===== src/rtl/edge_arb_pkg.sv =====
// Shared types and defaults for the edge-event arbiter.
package edge_arb_pkg;

  localparam int N_CH_DEF = 4;

  typedef enum logic {
    IDLE  = 1'b0,
    OFFER = 1'b1
  } arb_state_e;

endpackage


===== src/rtl/edge_pulse.sv =====
// Single-channel rise detector: one registered tick per 0->1 transition of level.
module edge_pulse (
  input  logic clk,
  input  logic reset,
  input  logic level,
  output logic tick
);

  // seen_low_q starts cleared, so a level already high at reset release
  // cannot fire until it has been observed low at least once.
  logic seen_low_q;
  logic tick_q;

  always_ff @(posedge clk or posedge reset) begin
    if (reset) begin
      seen_low_q <= 1'b0;
      tick_q     <= 1'b0;
    end else begin
      tick_q     <= level & seen_low_q;
      seen_low_q <= ~level;
    end
  end

  assign tick = tick_q;

endmodule


===== src/rtl/edge_event_arbiter.sv =====
// Rise-event capture per channel with round-robin offer on a valid/ready port.
module edge_event_arbiter
  import edge_arb_pkg::*;
#(
  parameter int N_CH = N_CH_DEF,
  parameter int ID_W = $clog2(N_CH)
) (
  input  logic            clk,
  input  logic            reset,
  input  logic [N_CH-1:0] level,
  output logic            ev_valid,
  input  logic            ev_ready,
  output logic [ID_W-1:0] ev_id,
  output logic [N_CH-1:0] overflow,
  input  logic [N_CH-1:0] ovf_clr
);

  logic [N_CH-1:0] tick;

  for (genvar g = 0; g < N_CH; g++) begin : g_edge
    edge_pulse u_edge (
      .clk   (clk),
      .reset (reset),
      .level (level[g]),
      .tick  (tick[g])
    );
  end

  arb_state_e      state_q, state_d;
  logic [ID_W-1:0] ev_id_q, ev_id_d;
  logic [ID_W-1:0] last_q, last_d;
  logic [N_CH-1:0] pend_q, pend_d;
  logic [N_CH-1:0] ovf_q, ovf_d;

  // Round-robin pick: scanning offsets high-to-low lets the nearest pending
  // channel after last_q overwrite any farther one.
  logic            sel_vld;
  logic [ID_W-1:0] sel_id;
  logic [ID_W-1:0] idx;

  always_comb begin
    sel_vld = 1'b0;
    sel_id  = '0;
    idx     = '0;
    for (int off = N_CH; off >= 1; off--) begin
      idx = ID_W'((int'(last_q) + off) % N_CH);
      if (pend_q[idx]) begin
        sel_vld = 1'b1;
        sel_id  = idx;
      end
    end
  end

  logic            hs;
  logic [N_CH-1:0] clr;
  logic [N_CH-1:0] ovf_set;

  always_comb begin
    hs  = (state_q == OFFER) && ev_ready;
    clr = '0;
    if (hs) clr[ev_id_q] = 1'b1;
    // A tick landing on its own handshake edge re-arms pending cleanly.
    ovf_set = tick & pend_q & ~clr;
    pend_d  = (pend_q & ~clr) | tick;
    ovf_d   = (ovf_q & ~ovf_clr) | ovf_set;
  end

  always_comb begin
    state_d = state_q;
    ev_id_d = ev_id_q;
    last_d  = last_q;
    unique case (state_q)
      IDLE: begin
        if (sel_vld) begin
          state_d = OFFER;
          ev_id_d = sel_id;
        end
      end
      OFFER: begin
        if (ev_ready) begin
          state_d = IDLE;
          last_d  = ev_id_q;
        end
      end
      default: state_d = IDLE;
    endcase
  end

  always_ff @(posedge clk or posedge reset) begin
    if (reset) begin
      state_q <= IDLE;
      ev_id_q <= '0;
      last_q  <= ID_W'(N_CH - 1);
      pend_q  <= '0;
      ovf_q   <= '0;
    end else begin
      state_q <= state_d;
      ev_id_q <= ev_id_d;
      last_q  <= last_d;
      pend_q  <= pend_d;
      ovf_q   <= ovf_d;
    end
  end

  assign ev_valid = (state_q == OFFER);
  assign ev_id    = ev_id_q;
  assign overflow = ovf_q;

endmodule


===== config.mk =====
export PLATFORM = sky130hd
export DESIGN_NAME = edge_event_arbiter
export DESIGN_NICKNAME = d
export VERILOG_FILES = /design/src/rtl/edge_arb_pkg.sv /design/src/rtl/edge_pulse.sv /design/src/rtl/edge_event_arbiter.sv
export SDC_FILE = /design/constraint.sdc
export NUM_CORES = 1
export LEC_CHECK = 0
export CAP_MARGIN = 5
export CORE_MARGIN = 10
export CORE_UTILIZATION = 46
export CTS_BUF_LIST = sky130_fd_sc_hd__clkbuf_4
export CTS_CLUSTER_DIAMETER = 50
export DETAILED_ROUTE_END_ITERATION = 12
export PLACE_DENSITY = 0.76
export SLEW_MARGIN = 20
export SYNTH_ARGS = -nofsm -noshare
export SYNTH_HDL_FRONTEND = slang
export SYNTH_SLANG_ARGS = --single-unit

===== constraint.sdc =====
create_clock -name clk -period 1.58 [get_ports clk]
set_clock_uncertainty 0.2 [all_clocks]
set_input_delay 0.474 -clock clk [delete_from_list [all_inputs] [get_ports clk]]
set_output_delay 0.474 -clock clk [all_outputs]
set_load 0.01 [all_outputs]

# == Word level (Yosys, flattened, before mapping) ==
# Index checks and enable logic that the tools add are counted.
# word_totals
elab_cells,66
regBits,21
output_inout_bits,7
input_bits,11
# op_classes
bitwise,17
add_sub_neg,4
n_lt_le_gt_ge,6
n_reduce_logical,4
n_mux,22
# ops
op,n
$and 4x4->4,4
$lt 2x3->1 const B,5
$mux 1,11
$bmux 1 s2,4
$mux 2,4
$not 4->4,2
$or 4x4->4,2
$not 1->1,5
$add 2x1->2 const B,2
$add 2x2->2 const B,2
$and 1x1->1,4
$mux 4,1
$reduce_and 2->1,2
$demux 1 s2,1
$ge 2x1->1 const B,1
$logic_and 1x1->1,2
$pmux 1 s2,1

# == Depth between registers and ports, before layout ==
# Gate-level depths: netlist (run 1).
# depth
word_depth,9
depth_mapped,4
ltp_nobuf,3

# == Hierarchy ==
# Synthesis (run 1) repeated with hierarchy kept, for this count alone.
# unflattened
hier_cells,82
area_unflattened_um2,869.6
# modules_own_cells
mod,area_per_inst_um2,cells_per_inst,seq_area_each_um2,n_inst
edge_event_arbiter,614.3,62,327.8,1
edge_pulse,63.8,5,50.0,4

# == Worst setup path after synthesis (run 1) ==
# Ideal clock, no wire load.
# synth_timing
path_type,reg-to-reg
startpoint,reg pend_q[3]
endpoint,reg ev_id_q[0] (netlist: ev_id[0])
setup_slack_ps,92
path_stages_with_launch,5
n_path_buf,1
setup_ps,136
arrival_ps,1153
cell_sequence,dfrtp_1 buf_6 or4_4 a21oi_2 a41oi_2
# synth_between
elab_chain_cells,7
word_cells_on_any_way,17
# synth_rtl
element,line,source
from (decl),edge_event_arbiter.sv:32,"logic [N_CH-1:0] pend_q, pend_d;"
from (signal assigned),edge_event_arbiter.sv:100,pend_q <= pend_d;
$bmux 1 s2,edge_event_arbiter.sv:47,if (pend_q[idx]) begin
$mux 1 (implied by the code),edge_event_arbiter.sv:47,
$mux 1 (4 in a row),edge_event_arbiter.sv:47,
$reduce_and 2->1 (no line),n/a,
to (signal assigned),edge_event_arbiter.sv:98,ev_id_q <= ev_id_d;
to (decl),edge_event_arbiter.sv:30,"logic [ID_W-1:0] ev_id_q, ev_id_d;"
# Several ways; a longest one is shown, not always the timed one. The select of a mux whose other input is x is not followed.
# A chain may end at the register's enable or synchronous reset.

# == Worst setup path after layout (run 1) ==
# layout_timing
startpoint,in ev_ready
endpoint,reg ovf_q[0] (netlist: overflow[0])
# layout_between
elab_chain_cells,5
# layout_rtl
element,line,source
from (decl),edge_event_arbiter.sv:12,"input logic ev_ready,"
$logic_and 1x1->1,edge_event_arbiter.sv:59,hs = (state_q == OFFER) && ev_ready;
$mux 4,edge_event_arbiter.sv:61,if (hs) clr[ev_id_q] = 1'b1;
$not 4->4,edge_event_arbiter.sv:63,ovf_set = tick & pend_q & ~clr;
$and 4x4->4,edge_event_arbiter.sv:63,
$or 4x4->4,edge_event_arbiter.sv:65,ovf_d = (ovf_q & ~ovf_clr) | ovf_set;
via ovf_d[0],edge_event_arbiter.sv:33,"logic [N_CH-1:0] ovf_q, ovf_d;"
to (signal assigned),edge_event_arbiter.sv:101,ovf_q <= ovf_d;
to (decl),edge_event_arbiter.sv:33,
# The timed path passes the listed nets, and every way through them passes these cells.

==> results of run 1 <==
-- layout make-up --
| class | count | area (µm²) |
|---|---|---|
| inverter | 15 | 56.3 |
| sequential | 21 | 528 |
| multi-input combinational | 41 | 273 |
| timing repair buffer | 27 | 223 |
| clock buffer | 3 | 22.5 |
| fill | 143 | 607 |
| clock inverter | 1 | 5.00 |
| tap | 25 | 31.3 |
-- registers in the layout, indices dropped and copies added (netlist names) --
name	flops
overflow	4
last_q	2
pend_q	4
ev_id	2
g_edge.u_edge.seen_low_q	4
ev_valid	1
g_edge.u_edge.tick	4
-- worst paths after layout --
| kind | startpoint | end | slack [ns] | cells after the start |
|---|---|---|---|---|
| worst max-delay path | ev_ready | overflow[0] | 0.05 | 4 |
| worst min-delay path | g_edge[0].u_edge.tick | pend_q[0] | 0.25 | 2 |
| worst max register to register | pend_q[1] | ev_id[0] | 0.06 | 3 |
| worst min register to register | g_edge[0].u_edge.tick | pend_q[0] | 0.25 | 2 |
| max in group asynchronous | reset | last_q[0] | 0.68 | 3 |
| min in group asynchronous | reset | g_edge[0].u_edge.seen_low_q | 0.28 | 3 |
-- kinds of logic after synthesis --
logic type	share of synthesized area
DFF	0.613
buffers and inverters	0.0785
and+or+nand+nor	0.134
AOI/OAI and AO/OA	0.163
muxes	0.0116
-- per-layer routing --
metal,track usage,up-vias,share of wire
met5,0,-,0
met4,0.0546,0,0.031
met3,0.0212,8,0.026
met2,0.154,13,0.50
met1,0.102,301,0.44
li1,-,323,-
-- cells in the final DEF (no fill, tap or decap), types with 2 or more instances in the layout --
master / instances
nand2_1: 7
o32a_1: 2
clkbuf_4: 3
clkdlybuf4s50_1: 10
o21ai_0: 4
o22ai_1: 3
dfrtp_1: 19
nand2b_1: 2
o31ai_1: 2
buf_2: 7
dfstp_2: 2
inv_1: 15
nand3_1: 2
and2_1: 4
buf_4: 9
-- worst max-delay path, cell delays in order --
cell and delay, ns:
clkdlybuf4s50_1 0.50, nand2_1 0.11, o31ai_1 0.27, o22ai_1 0.13
-- report_power, final --
part / internal, mW / switching (mW)
combinational: 0.296 / 0.316
sequential: 0.672 / 0.0830
clock: 0.0940 / 0.148
-- timing repair --
| action | in CTS | in global routing |
|---|---|---|
| pin swaps | 0 | 0 |
| endpoints found under the setup margin | 7 | 1 |
| resized for setup | 28 | 1 |
| buffers inserted | 1 | 0 |
-- per-stage QoR --
stage | total power, mW | setup TNS, ns | std cells
2_1_floorplan | 1.09 | 0 | 78
3_3_place_gp | 1.38 | -1.24 | 128
3_5_place_dp | 1.41 | -1.44 | 128
4_1_cts | 1.60 | 0 | 133
5_1_grt | 1.71 | 0 | 133
6_report | 1.61 | 0 | 133
==> results.cfg, run 1 <==
[clock_tree]
cts_buffer_depth = 2
ctsHtreeMaxLevel = 1
clkSlewWorstSetupHoldPaths_ns = 0.11
cts_hold_buffers = 0
cts_root_buf = clkbuf_4
cts.sinks = 21
cts_buffers = 3
cts_tree = built
insertion_delay_ns = 0.29

[route]
vias = 645
dr.pass1.iters = 3
drt_iter0_drc = 11
ant_nets = 0
avgViaCountPerCell = 4.85
wire_per_inst_um = 13.2
routed_wl_mm = 1.76
drc_errors = 0

[synth]
syn_area_per_cell_um2 = 11.0
synth_top_area_share = 0.552
synthArstFlopShare = 1.00
yosysMostFrequentCell = dfrtp_1
synthTopCellsByCount = dfrtp_1 (19), inv_1 (15), nand2_1 (7)
syn_nets = 89
synthFlopType = dfrtp_1
synthCells = 78
synth-seq-cells = 21
ys_types = 27
ys_top_cells_by_area = dfrtp_1 (55%), inv_1 (6.5%), dfstp_2 (6.1%)
yosysWarningCount = 0
yosysSeqAreaShare = 0.613
synth_top_area_cell = dfrtp_1
syn_area_um2 = 861
synth-edff-count = 0

[power_and_ir_drop]
p_per_area_nw_per_um2 = 1410
static-leakage-power_nw = 0.537
ir_drop_uv = 855

[floorplanning]
dieArea_um2 = 4000
start_util = 0.493
row_count = 15
ios = 18
fp.dieH_um = 63.3
coreArea_um2 = 1750
dieWidth_um = 63.3

[layout]
final_area_um2 = 1140
area_delta_synth_final_pct = 32.3
final_core_util = 0.652
nets = 120
drive_gt1_frac = 0.250
antenna_cells = 0

[timing]
slew_headroom = 0.798
rsz0062_at_grt = false
fin_hold_ws_ns = 0.251
worstMarginPinSlew_ns = 0.301
setup_violations = 0
finalCriticalPeriod_ns = 1.53
max_freq_mhz = 655
post-route-period-util = 0.966
maxSlewViolCount = 0
final.setup.worst_slack_ns = 0.0538
hold_violations = 0

[critical_path]
cp.arrival_ns = 1.50
cp_max_fo = 4
end_kind = flip-flop
critPathRequiredTime_ns = 1.55
worstSetupStartpointType = input pin
path_class = input pin to flip-flop

[placement]
place_area_um2 = 1130
place_congestion = 0.745
place_ws_ns = -0.251
port_buffers = 17
place_hpwl_mm = 1.39

[global_route]
grt_util_all_layers = 0.0913
antenna_found_initial = 0
grt_pass1_vias = 681
gr-total-overflow = 0
grt_pass1_wl_mm = 3.02
grt_max_degree = 22

[min_path]
hold_path.class = flip-flop to flip-flop

[job]
maxCapViolCount = 0

[run_status]
status = finished, final reports clean
Power figures use the tool's default switching activity.
==> inputs of run 2 (changes only) <==
--- a/config.mk
+++ b/config.mk
@@ -12,6 +12,7 @@
 export CTS_CLUSTER_DIAMETER = 50
 export DETAILED_ROUTE_END_ITERATION = 12
 export PLACE_DENSITY = 0.76
+export REMOVE_ABC_BUFFERS = 1
 export SLEW_MARGIN = 20
 export SYNTH_ARGS = -nofsm -noshare
 export SYNTH_HDL_FRONTEND = slang
==> run 2 against run 1 <==
- global-route usage up 0.18 points
- flip-flop and latch count unchanged
- critical path depth unchanged
- routed wire length down 3.5%
- worst setup slack worse by 0.020 ns
- final area down 0.22%
- cell count unchanged
- worst hold slack worse by 0.0025 ns
- fmax down 1.3%
- first-iteration DRC count down 18%
- critical path type unchanged
- largest cell class unchanged
==> results.cfg, run 2 (synthesized netlist as in run 1, its figures left out) <==
[critical_path]
critPathRequiredTime_ns = 1.56
cp.arrival_ns = 1.52
path_class = input pin to flip-flop
worst_path_largest_cell_delay_ns = 0.50
crit_family = buffers and inverters
worstSetupStartpointType = input pin
slowest_stage = clkdlybuf4s50_1
critPathBufInv = 1
end_kind = flip-flop
cp_max_fo = 6
path_cells = clkdlybuf4s50_1, nand2_1, o31ai_1, o22ai_1

[clock_tree]
cts.sinks = 21
cts_buffers = 3
cts_root_buf = clkbuf_4
cts_tree = built
cts_hold_buffers = 0
cts_buffer_depth = 2
insertion_delay_ns = 0.29
ctsHtreeMaxLevel = 1
clkSlewWorstSetupHoldPaths_ns = 0.11

[run_status]
status = finished, final reports clean

[layout]
final_core_util = 0.651
nets = 120
layout_common_cells = dfrtp_1 (19), inv_1 (15), clkdlybuf4s50_1 (10)
final_area_um2 = 1140
drive_gt1_frac = 0.250
antenna_cells = 0
area_delta_synth_final_pct = 32.0
layout_commonest_cell = dfrtp_1

[route]
drt_iter0_drc = 9
drt-met1-wl_um = 738
vias = 653
wl_met3_um = 54
avgViaCountPerCell = 4.91
ant_nets = 0
top_layer = met4
dr.pass1.iters = 4
drc_errors = 0
wl_met2_um = 865
wire_per_inst_um = 12.7
routed_wl_mm = 1.70

[floorplanning]
ios = 18
dieWidth_um = 63.3
row_count = 15
coreArea_um2 = 1750
dieArea_um2 = 4000
start_util = 0.493
fp.dieH_um = 63.3

[timing]
finalCriticalPeriod_ns = 1.55
post-route-period-util = 0.978
rsz0062_at_grt = false
maxSlewViolCount = 0
tns_ns = 0
slew_headroom = 0.796
final.setup.worst_slack_ns = 0.0343
hold_violations = 0
setup_violations = 0
worstMarginPinSlew_ns = 0.303
max_freq_mhz = 647

[placement]
place_congestion = 0.881
place_ws_ns = -0.277
place_area_um2 = 1130
port_buffers = 17
place_hpwl_mm = 1.37

[global_route]
grt_util_all_layers = 0.0930
grt_pass1_wl_mm = 3.04
grt_pass1_vias = 698
grt_max_degree = 22
gr-total-overflow = 0
antenna_found_initial = 0

[power_and_ir_drop]
ir_drop_uv = 968
p_int_mw = 1.07
clkPwrFrac = 0.153
seq_power_share = 0.473
combPwrFrac = 0.375
p_sw_uw = 528
static-leakage-power_nw = 0.535
p_per_area_nw_per_um2 = 1400
power_mw = 1.59
sw_frac_of_total = 0.332

[job]
maxCapViolCount = 0

[min_path]
hold_path.class = flip-flop to flip-flop
-- run 2: final timing paths --
| kind | end | start | slack (ns) | cells after the start |
|---|---|---|---|---|
| worst max-delay path | overflow[2] | ev_ready | 0.03 | 4 |
| worst max register to register | ev_id[0] | pend_q[1] | 0.08 | 3 |
| min in group asynchronous | g_edge[0].u_edge.seen_low_q | reset | 0.28 | 3 |
| worst min-delay path | pend_q[1] | g_edge[1].u_edge.tick | 0.25 | 2 |
| worst min register to register | pend_q[1] | g_edge[1].u_edge.tick | 0.25 | 2 |
| max in group asynchronous | last_q[0] | reset | 0.69 | 3 |
-- run 2: per-stage QoR --
step                      cells  hold WS (ns)
after floorplan              77         0.214
after global placement      128         0.221
after detailed placement    128         0.224
after CTS                   133         0.251
after global routing        133         0.277
final                       133         0.249
-- run 2: per-layer routing --
metal / track usage / vias up
met3: 0.0230 / 4
met2: 0.147 / 12
met1: 0.108 / 312
met4: 0.0628 / 0
li1: - / 325
met5: 0 / -
-- run 2: timing repair --
item	CTS	global route
setup buffers	1	0
endpoints found under the hold margin	0	0
gates resized for setup	28	1
endpoints found under the setup margin	7	1
-- run 2: cell type report --
type	instances	area (µm²)
Fill cell	153	609
Sequential cell	21	528
Multi-Input combinational cell	41	270
Timing Repair Buffer	27	223
Inverter	15	56.3
Tap cell	25	31.3
Clock buffer	3	22.5
Clock inverter	1	5.00
-- run 2: power by group through the flow --
stage / clock [mW] / combinational (mW) / sequential, mW
finish: 0.243 / 0.597 / 0.754
global placement: 0 / 0.626 / 0.763
global route: 0.278 / 0.669 / 0.773
CTS: 0.260 / 0.595 / 0.755
detailed placement: 0 / 0.633 / 0.768
floorplan: 0 / 0.243 / 0.828
-- run 2: worst register-to-register path: stages, from the launching register on --
cell and delay (ns):
dfrtp_1 0.41, or4_4 0.56, a21oi_2 0.17, a41oi_2 0.04
